### config.mk
export PLATFORM = sky130hd
export DESIGN_NAME = resp_misr
export DESIGN_NICKNAME = d
export VERILOG_FILES = /design/src/rtl/resp_chk_pkg.sv /design/src/rtl/resp_misr.sv
export SDC_FILE = /design/constraint.sdc
export NUM_CORES = 1
export LEC_CHECK = 0
export CAP_MARGIN = 20
export CORE_MARGIN = 4
export CORE_UTILIZATION = 30
export DETAILED_ROUTE_END_ITERATION = 8
export DONT_BUFFER_PORTS = 1
export PLACE_DENSITY = 0.46
export SETUP_SLACK_MARGIN = 0.15
export SYNTH_ARGS = -nofsm -noshare
export SYNTH_HDL_FRONTEND = slang
export SYNTH_SLANG_ARGS = --single-unit
export TNS_END_PERCENT = 5
### constraint.sdc
create_clock -name clk -period 1.05 [get_ports clk]
set_clock_uncertainty 0.1 [all_clocks]
set_input_delay 0.315 -clock clk [delete_from_list [all_inputs] [get_ports clk]]
set_output_delay 0.315 -clock clk [all_outputs]
set_load 0.03 [all_outputs]
### src/rtl/resp_chk_pkg.sv
// Shared types and helpers for the response checker: FSM encoding, default
// MISR taps and the MISR next-state function used by the design and its bench.
package resp_chk_pkg;

  typedef enum logic [1:0] {
    IDLE = 2'd0,
    RUN  = 2'd1,
    DONE = 2'd2
  } state_t;

  localparam int          MISR_MAX_W   = 64;
  localparam logic [15:0] SIG_POLY_DEF = 16'h8016;

  // Shift left by one, fold the old MSB back through the taps, then XOR in data.
  // Only the low w bits are meaningful; everything above is forced to zero.
  function automatic logic [MISR_MAX_W-1:0] misr_next(
    input logic [MISR_MAX_W-1:0] sig,
    input logic [MISR_MAX_W-1:0] data,
    input logic [MISR_MAX_W-1:0] poly,
    input int                    w
  );
    logic [MISR_MAX_W-1:0] mask;
    logic                  msb;
    mask = '0;
    msb  = 1'b0;
    for (int i = 0; i < MISR_MAX_W; i++) begin
      mask[i] = (i < w);
      if (i == w - 1) begin
        msb = sig[i];
      end
    end
    return ((sig << 1) ^ (msb ? poly : '0) ^ data) & mask;
  endfunction

endpackage

### src/rtl/resp_misr.sv
// Multiple-input signature register compacting netlist responses.
module resp_misr
  import resp_chk_pkg::*;
#(
  parameter int               SIG_W    = 16,
  parameter logic [SIG_W-1:0] SIG_POLY = SIG_W'(SIG_POLY_DEF)
) (
  input  logic             clk,
  input  logic             rst_n,
  input  logic             clr,
  input  logic             en,
  input  logic [SIG_W-1:0] din,
  output logic [SIG_W-1:0] sig
);

  logic [SIG_W-1:0]      sig_r;
  logic [MISR_MAX_W-1:0] nxt_s;

  assign nxt_s = misr_next(MISR_MAX_W'(sig_r), MISR_MAX_W'(din),
                           MISR_MAX_W'(SIG_POLY), SIG_W);
  assign sig   = sig_r;

  // Clear at the start of a run has priority over compaction.
  always_ff @(posedge clk or negedge rst_n) begin
    if (!rst_n) begin
      sig_r <= '0;
    end else if (clr) begin
      sig_r <= '0;
    end else if (en) begin
      sig_r <= nxt_s[SIG_W-1:0];
    end
  end

endmodule

==> flow_summary.yaml, run 1 <==
route:
  routed_wl_um: 1850
  dr.pass1.iters: 4
  antenna_left: 0
  via_count: 616
  drc: 0
  avgViaCountPerCell: 4.85
  routedWlPerCell_um: 14.6
  first_iter_violations: 21
hold_path:
  holdPathEnd: "sig[14]"
  worstHoldPathCells: 1
  hold_class: "in -> reg"
  worstHoldStart: "clr"
clock_tree:
  clockRootBuffer: "clkbuf_4"
  clk_latency_ns: 0.29
  path_clk_slew_ns: 0.10
  cts_tree: "yes"
  cts_buffers: 3
  hold_buffers: 1
  h-tree-depth: 1
  cts.path.max_buffers: 2
  cts.sinks: 16
synthesis:
  synth_nets: 95
  syn_avg_cell_area_um2: 11.6
  yosys.area.top_type: "dfrtp_1"
  yosysUniqueCellTypes: 17
  ys_seq_elements: 16
  ys.warnings.count: 0
  synth_top_area_frac: 0.461
  synth_area_leaders: "dfrtp_1 (46%), xnor2_1 (14%), a211oi_2 (10%), nor2_1 (5.6%), mux2i_1 (4.6%)"
  yosysSeqAreaShare: 0.461
  synthCells: 75
  netlist_area_um2: 868
global_route:
  grt_max_degree: 31
  grt_overflow: 0
  grt_antenna_before_repair: 0
  grt_usage: 0.108
  grt_first_pass_wirelength_um: 2930
  grt_pass1_vias: 638
setup_path:
  critPathTopFamily: "flip-flops"
  slowest_delay_ns: 0.46
  path_cells: "buf_12"
  required_ns: 0.63
  rrSetupSlack_ns: -0.14
  path_class: "reg -> out"
  r2r_cells: 4
  worstSetupEndpointType: "output port"
  worstReg2RegEnd: "sig[1]"
  worst_path_max_delay_cell: "dfrtp_2"
  path_max_fanout: 3
  startpoint_type: "flip-flop"
  critPathArrivalTime_ns: 0.89
  critPathLaunch: "sig[4]"
  timing.rr.start: "sig[15]"
  path_buf_inv: 1
die:
  io_pins: 36
  initial_core_util: 0.315
  rows: 19
  fp.coreArea_mm2: 0.00276
  die_area_mm2: 0.00382
  die_width_um: 61.8
  die_h_um: 61.8
timing:
  fin_ws_ns: -0.259
  setup_violations: 23
  period_minus_slack_ns: 1.31
  hold_viol: 28
  max_freq_mhz: 764
  slew_headroom: 0.491
  worst_pin_slew_ns: 0.763
  rsz0062_at_grt: "yes"
  fin_crit_sh: 1.25
  worst_hold_slack_ns: -0.0313
  maxSlewViolCount: 0
layout:
  regArea_um2: 410
  drive_gt1_frac: 0.469
  final_cells: 127
  final_cell_mix: "nor2_1 (13), xnor2_1 (12), buf_12 (9)"
  syn_to_final_growth_pct: 42.4
  fin_nets: 117
  largest_register_ffs: 16
  final_common_cell: "nor2_1"
  num_antenna_cells: 0
  n_fill_cell: 264
  multiInputGateArea_um2: 442
  fin_area_mm2: 0.00124
status:
  violations: "hold timing, setup timing"
  status: "finished, violations left"
pwr:
  power_w: 0.00168
  cellPowerDensity_mw_per_mm2: 1360
  peakVddDrop_mv: 0.873
  p_leak_nw: 0.515
placement:
  placed_area_mm2: 0.00109
  dp_worst_setup_slack_ns: -0.0591
  routabilityCongestion: 0.659
  hpwl_um: 1280
  portBuffers: 0
  dp_cells: 117
run:
  drv_cap: 0
==> through the flow <==
step / utilization / TNS [ns]
detailed placement: 0.396 / -0.188
floorplan: - / -0.397
finish: 0.448 / -4.22
CTS: 0.435 / -6.95
global placement: 0.396 / -0.0430
global route: 0.448 / -5.36
==> cells in the mapped netlist <==
master and instances:
a211oi_1 4, a211oi_2 7, a21oi_1 1, a31o_2 1
and3b_1 1, buf_12 1, buf_2 1, buf_4 1
buf_6 2, dfrtp_1 16, mux2i_1 4, nand2b_1 4
nor2_1 13, nor3b_2 1, o21ai_1 3, xnor2_1 14
xor2_1 1
==> area by class of cell <==
class | count | share of cell area
clock buffer | 4 | 0.0294
timing repair buffer | 22 | 0.250
multi-input combinational | 54 | 0.357
sequential | 16 | 0.332
tap | 31 | 0.0314
==> cell families after synthesis <==
family / count (synthesis) / share of synthesized area
simple gates: 19 / 0.110
buf+inv: 5 / 0.0634
flops: 16 / 0.461
mux: 4 / 0.0461
compound gates: 16 / 0.169
xor+xnor: 15 / 0.151
==> layer usage <==
layer,GRT usage,vias to the layer above,wire length (um)
met1,0.126,296,775
met5,0,-,0
met4,0.0364,0,16
met2,0.172,21,921
met3,0.0537,2,140
li1,-,297,-
==> where the power goes <==
| part | internal [W] | switching (W) | leakage, nW |
|---|---|---|---|
| Clock | 0.000211 | 0.000207 | 0.0210 |
| Sequential | 0.000675 | 0.0000632 | 0.198 |
| Combinational | 0.000296 | 0.000232 | 0.296 |
| Total | 0.00118 | 0.000502 | 0.515 |
==> worst max-delay path by stage <==
| stage | endpoint | slack [ns] | depth (start not counted) |
|---|---|---|---|
| after CTS | sig[7] | -0.28 | 1 |
| after global routing | sig[11] | -0.31 | 1 |
| final | sig[4] | -0.26 | 1 |
| after global placement | sig[2] | -0.02 | 3 |
| after floorplan | sig[15] | -0.09 | 3 |
| after detailed placement | sig[1] | -0.06 | 3 |
==> timing repair <==
| action | 4_1_cts | 5_1_grt |
|---|---|---|
| pin swaps | 11 | 4 |
| endpoints found under the setup margin | 32 | 48 |
| buffers inserted | 4 | 1 |
| resized for setup | 8 | 8 |
| hold endpoints to repair | 30 | 15 |
No activity file was read; power rests on OpenSTA's default activity.
==> run 2, diff against run 1 <==
--- a/config.mk
+++ b/config.mk
@@ -7,10 +7,10 @@
 export LEC_CHECK = 0
 export CAP_MARGIN = 20
 export CORE_MARGIN = 4
-export CORE_UTILIZATION = 30
+export CORE_UTILIZATION = 54
 export DETAILED_ROUTE_END_ITERATION = 8
 export DONT_BUFFER_PORTS = 1
-export PLACE_DENSITY = 0.46
+export PLACE_DENSITY = 0.73
 export SETUP_SLACK_MARGIN = 0.15
 export SYNTH_ARGS = -nofsm -noshare
 export SYNTH_HDL_FRONTEND = slang
==> flow_summary.yaml, run 2 (synthesized netlist as in run 1, its figures left out) <==
setup_path:
  r2r_cells: 4
  worstReg2RegEnd: "sig[2]"
  path_cells: "buf_12"
  path_buf_inv: 1
  critPathLaunch: "sig[2]"
  path_class: "reg -> out"
  startpoint_type: "flip-flop"
  required_ns: 0.63
  worstSetupEndpointType: "output port"
  path_max_fanout: 2
  endpoint: "sig[2]"
  critPathArrivalTime_ns: 0.87
  rrSetupSlack_ns: -0.16
  slowest_delay_ns: 0.43
  critPathTopFamily: "flip-flops"
  timing.rr.start: "sig[1]"
  crit_cells: 1
  worst_path_max_delay_cell: "dfrtp_1"
die:
  die_width_um: 48.1
  die_area_mm2: 0.00231
  rows: 14
  die_h_um: 48.1
  initial_core_util: 0.576
  io_pins: 36
  fp.coreArea_mm2: 0.00151
route:
  wl_met3_um: 175
  dr.pass1.iters: 4
  wl_met1_um: 748
  first_iter_violations: 12
  avgViaCountPerCell: 5.41
  highest_layer: "met4"
  wl_met2_um: 1120
  antenna_left: 0
  drc: 0
  routedWlPerCell_um: 17.0
  routed_wl_um: 2090
  via_count: 665
pwr:
  clockPowerShare: 0.231
  power.internal_w: 0.00124
  p_leak_nw: 0.583
  p_sw_frac: 0.294
  seqPwrFrac: 0.416
  peakVddDrop_mv: 1.13
  power_w: 0.00175
  power_frac_comb: 0.353
  cellPowerDensity_mw_per_mm2: 1340
  p_sw_w: 0.000516
timing:
  setup_violations: 28
  hold_viol: 12
  max_freq_mhz: 778
  slew_headroom: 0.512
  tns_ns: -4.35
  period_minus_slack_ns: 1.29
  fin_ws_ns: -0.236
  worst_hold_slack_ns: -0.0253
  worst_pin_slew_ns: 0.732
  rsz0062_at_grt: "yes"
  fin_crit_sh: 1.22
  maxSlewViolCount: 0
clock_tree:
  cts.path.max_buffers: 2
  cts.sinks: 16
  cts_tree: "yes"
  clockRootBuffer: "clkbuf_4"
  cts_buffers: 3
  path_clk_slew_ns: 0.10
  h-tree-depth: 1
  hold_buffers: 1
  clk_latency_ns: 0.28
layout:
  fin_nets: 128
  num_antenna_cells: 0
  drive_gt1_frac: 0.505
  syn_to_final_growth_pct: 51.3
  final_common_cell: "buf_4"
  fin_util: 0.872
  final_cell_mix: "buf_4 (14), nor2_1 (13), xnor2_1 (11), dfrtp_1 (11), buf_12 (10)"
  largest_register_ffs: 16
hold_path:
  worstHoldStart: "clr"
  hold_class: "in -> reg"
placement:
  routabilityCongestion: 0.637
  portBuffers: 0
  hpwl_um: 1270
run:
  drv_cap: 0
global_route:
  grt_overflow: 0
  grt_first_pass_wirelength_um: 3080
  grt_max_degree: 31
  grt_antenna_before_repair: 0
  grt_pass1_vias: 702
  grt_usage: 0.190
status:
  status: "finished, violations left"
  violations: "hold timing, setup timing"
run 2: worst min-delay path by stage:
stage	cells after the start	slack (ns)	end
3_3_place_gp	0	-0.08	sig[6]
2_1_floorplan	0	-0.08	sig[0]
6_report	1	-0.03	sig[14]
5_1_grt	1	-0.05	sig[14]
4_1_cts	1	-0.04	sig[14]
3_5_place_dp	0	-0.08	sig[6]
run 2: layout make-up:
class	count	area, um2
clock buffer	4	36.3
fill	76	193
multi-input combinational	54	443
sequential	16	407
tap	16	20.0
timing repair buffer	33	408
run 2: metal layers:
layer / GRT usage / vias to the layer above
met4: 0.0484 / 0
met5: 0 / -
met3: 0.0443 / 4
met2: 0.354 / 27
li1: - / 321
met1: 0.217 / 313
run 2: power groups by stage:
stage               logic [W]  registers, W  clock network [W]
detailed placement   0.000466      0.000754                  0
global route         0.000658      0.000737           0.000450
finish               0.000620      0.000730           0.000405
global placement     0.000453      0.000750                  0
CTS                  0.000601      0.000727           0.000415
floorplan            0.000199      0.000842                  0
run 2: through the flow:
step	instance area [um2]	std cells	setup WS, ns
after global placement	1080	102	-0.0466
after CTS	1290	121	-0.240
final	1310	123	-0.236
after global routing	1310	123	-0.265
after detailed placement	1080	102	-0.0809
after floorplan	875	75	-0.0930
run 2: what timing repair did:
item	in CTS	in global routing
setup endpoints to repair	32	48
setup buffers	14	2
resized for setup	11	2
hold endpoints to repair	28	12
pin swaps	12	2
==> run 3, diff against run 2 <==
--- a/config.mk
+++ b/config.mk
@@ -10,7 +10,7 @@
 export CORE_UTILIZATION = 54
 export DETAILED_ROUTE_END_ITERATION = 8
 export DONT_BUFFER_PORTS = 1
-export PLACE_DENSITY = 0.73
+export PLACE_DENSITY_LB_ADDON = 0.1
 export SETUP_SLACK_MARGIN = 0.15
 export SYNTH_ARGS = -nofsm -noshare
 export SYNTH_HDL_FRONTEND = slang
==> flow_summary.yaml, run 3 (synthesized netlist as in run 1, its figures left out) <==
global_route:
  grt_pass1_vias: 597
  grt_max_degree: 31
  grt_antenna_before_repair: 0
  grt_overflow: 0
  grt_first_pass_wirelength_um: 2630
  grt_usage: 0.173
setup_path:
  required_ns: 0.63
  startpoint_type: "flip-flop"
  critPathArrivalTime_ns: 0.89
  path_max_fanout: 3
  rrSetupSlack_ns: -0.11
  path_class: "reg -> out"
  slowest_delay_ns: 0.44
  worstSetupEndpointType: "output port"
  path_cells: "buf_12"
  worst_path_max_delay_cell: "dfrtp_1"
  critPathTopFamily: "flip-flops"
  path_buf_inv: 1
die:
  die_area_mm2: 0.00231
  initial_core_util: 0.576
  fp.coreArea_mm2: 0.00151
  rows: 14
  die_width_um: 48.1
  die_h_um: 48.1
  io_pins: 36
placement:
  routabilityCongestion: 0.685
  hpwl_um: 1220
  portBuffers: 0
  placed_area_mm2: 0.00108
  dp_cells: 102
  dp_worst_setup_slack_ns: -0.0562
pwr:
  power_frac_comb: 0.317
  peakVddDrop_mv: 1.00
  power.internal_w: 0.00119
  cellPowerDensity_mw_per_mm2: 1380
  p_leak_nw: 0.512
  seqPwrFrac: 0.441
  p_sw_w: 0.000494
  clockPowerShare: 0.242
  p_sw_frac: 0.294
clock_tree:
  h-tree-depth: 1
  path_clk_slew_ns: 0.09
  cts_tree: "yes"
  clockRootBuffer: "clkbuf_4"
  cts.sinks: 16
  cts.path.max_buffers: 2
  clk_latency_ns: 0.29
  cts_buffers: 3
  hold_buffers: 1
layout:
  syn_to_final_growth_pct: 40.1
  drive_gt1_frac: 0.458
  largest_register_ffs: 16
  fin_area_mm2: 0.00122
  num_antenna_cells: 0
  final_cell_mix: "xnor2_1 (13), nor2_1 (13), buf_12 (10)"
  final_cells: 112
  fin_nets: 117
route:
  routedWlPerCell_um: 16.0
  first_iter_violations: 9
  antenna_left: 0
  dr.pass1.iters: 4
  drc: 0
  avgViaCountPerCell: 5.48
  routed_wl_um: 1790
  via_count: 614
status:
  status: "finished, violations left"
  violations: "hold timing, setup timing"
timing:
  hold_viol: 13
  tns_ns: -4.21
  maxSlewViolCount: 0
  setup_violations: 23
  rsz0062_at_grt: "yes"
  worst_pin_slew_ns: 0.725
  max_freq_mhz: 765
  period_minus_slack_ns: 1.31
  fin_ws_ns: -0.258
  worst_hold_slack_ns: -0.0370
  slew_headroom: 0.516
  fin_crit_sh: 1.25
hold_path:
  hold_class: "in -> reg"
run:
  drv_cap: 0
[run 3: changes by cell type in the layout (fill, tap and decap cells not counted)]
cell     previous run  this run
dfrtp_1            11         8
xnor2_2             3         1
dfrtp_2             5         8
buf_4              14         4
buf_6               8         7
xnor2_1            11        13
[run 3: area by class of cell]
class / count / area, um2
Timing Repair Buffer: 22 / 322
Fill cell: 94 / 290
Sequential cell: 16 / 410
Tap cell: 16 / 20.0
Clock buffer: 4 / 36.3
Multi-Input combinational cell: 54 / 428
[run 3: layer usage]
metal	part of all wire	GRT usage	vias to the layer above
li1	-	-	297
met4	0.0073	0.0645	0
met2	0.52	0.277	23
met1	0.38	0.206	292
met5	0	0	-
met3	0.092	0.0738	2
[run 3: power by group through the flow]
stage	clock [W]	sequential (W)	combinational, W
2_1_floorplan	0	0.000842	0.000199
3_3_place_gp	0	0.000751	0.000454
3_5_place_dp	0	0.000753	0.000463
4_1_cts	0.000430	0.000742	0.000511
5_1_grt	0.000452	0.000748	0.000565
6_report	0.000407	0.000741	0.000533
[run 3: what timing repair did]
item / in CTS / in global routing
endpoints found under the setup margin: 32 / 48
setup buffers: 2 / 3
resized for setup: 7 / 6
cloned: 0 / 0
hold endpoints to repair: 31 / 15
pin swaps: 12 / 7
[run 3: final timing paths]
path                       startpoint       to  depth (start not counted)
min in group asynchronous       rst_n   sig[2]                          1
max reg2reg                   sig[15]   sig[2]                          4
max in group asynchronous       rst_n   sig[6]                          1
max                           sig[10]  sig[10]                          1
min reg2reg                   sig[11]  sig[11]                          2
min                               clr  sig[14]                          1
[run 3: per-stage QoR]
step | hold WS [ns] | power (W) | utilization
global placement | -0.0803 | 0.00121 | 0.720
detailed placement | -0.0802 | 0.00122 | 0.720
floorplan | -0.0806 | 0.00104 | -
CTS | -0.0522 | 0.00168 | 0.781
global route | -0.0660 | 0.00177 | 0.807
finish | -0.0370 | 0.00168 | 0.807
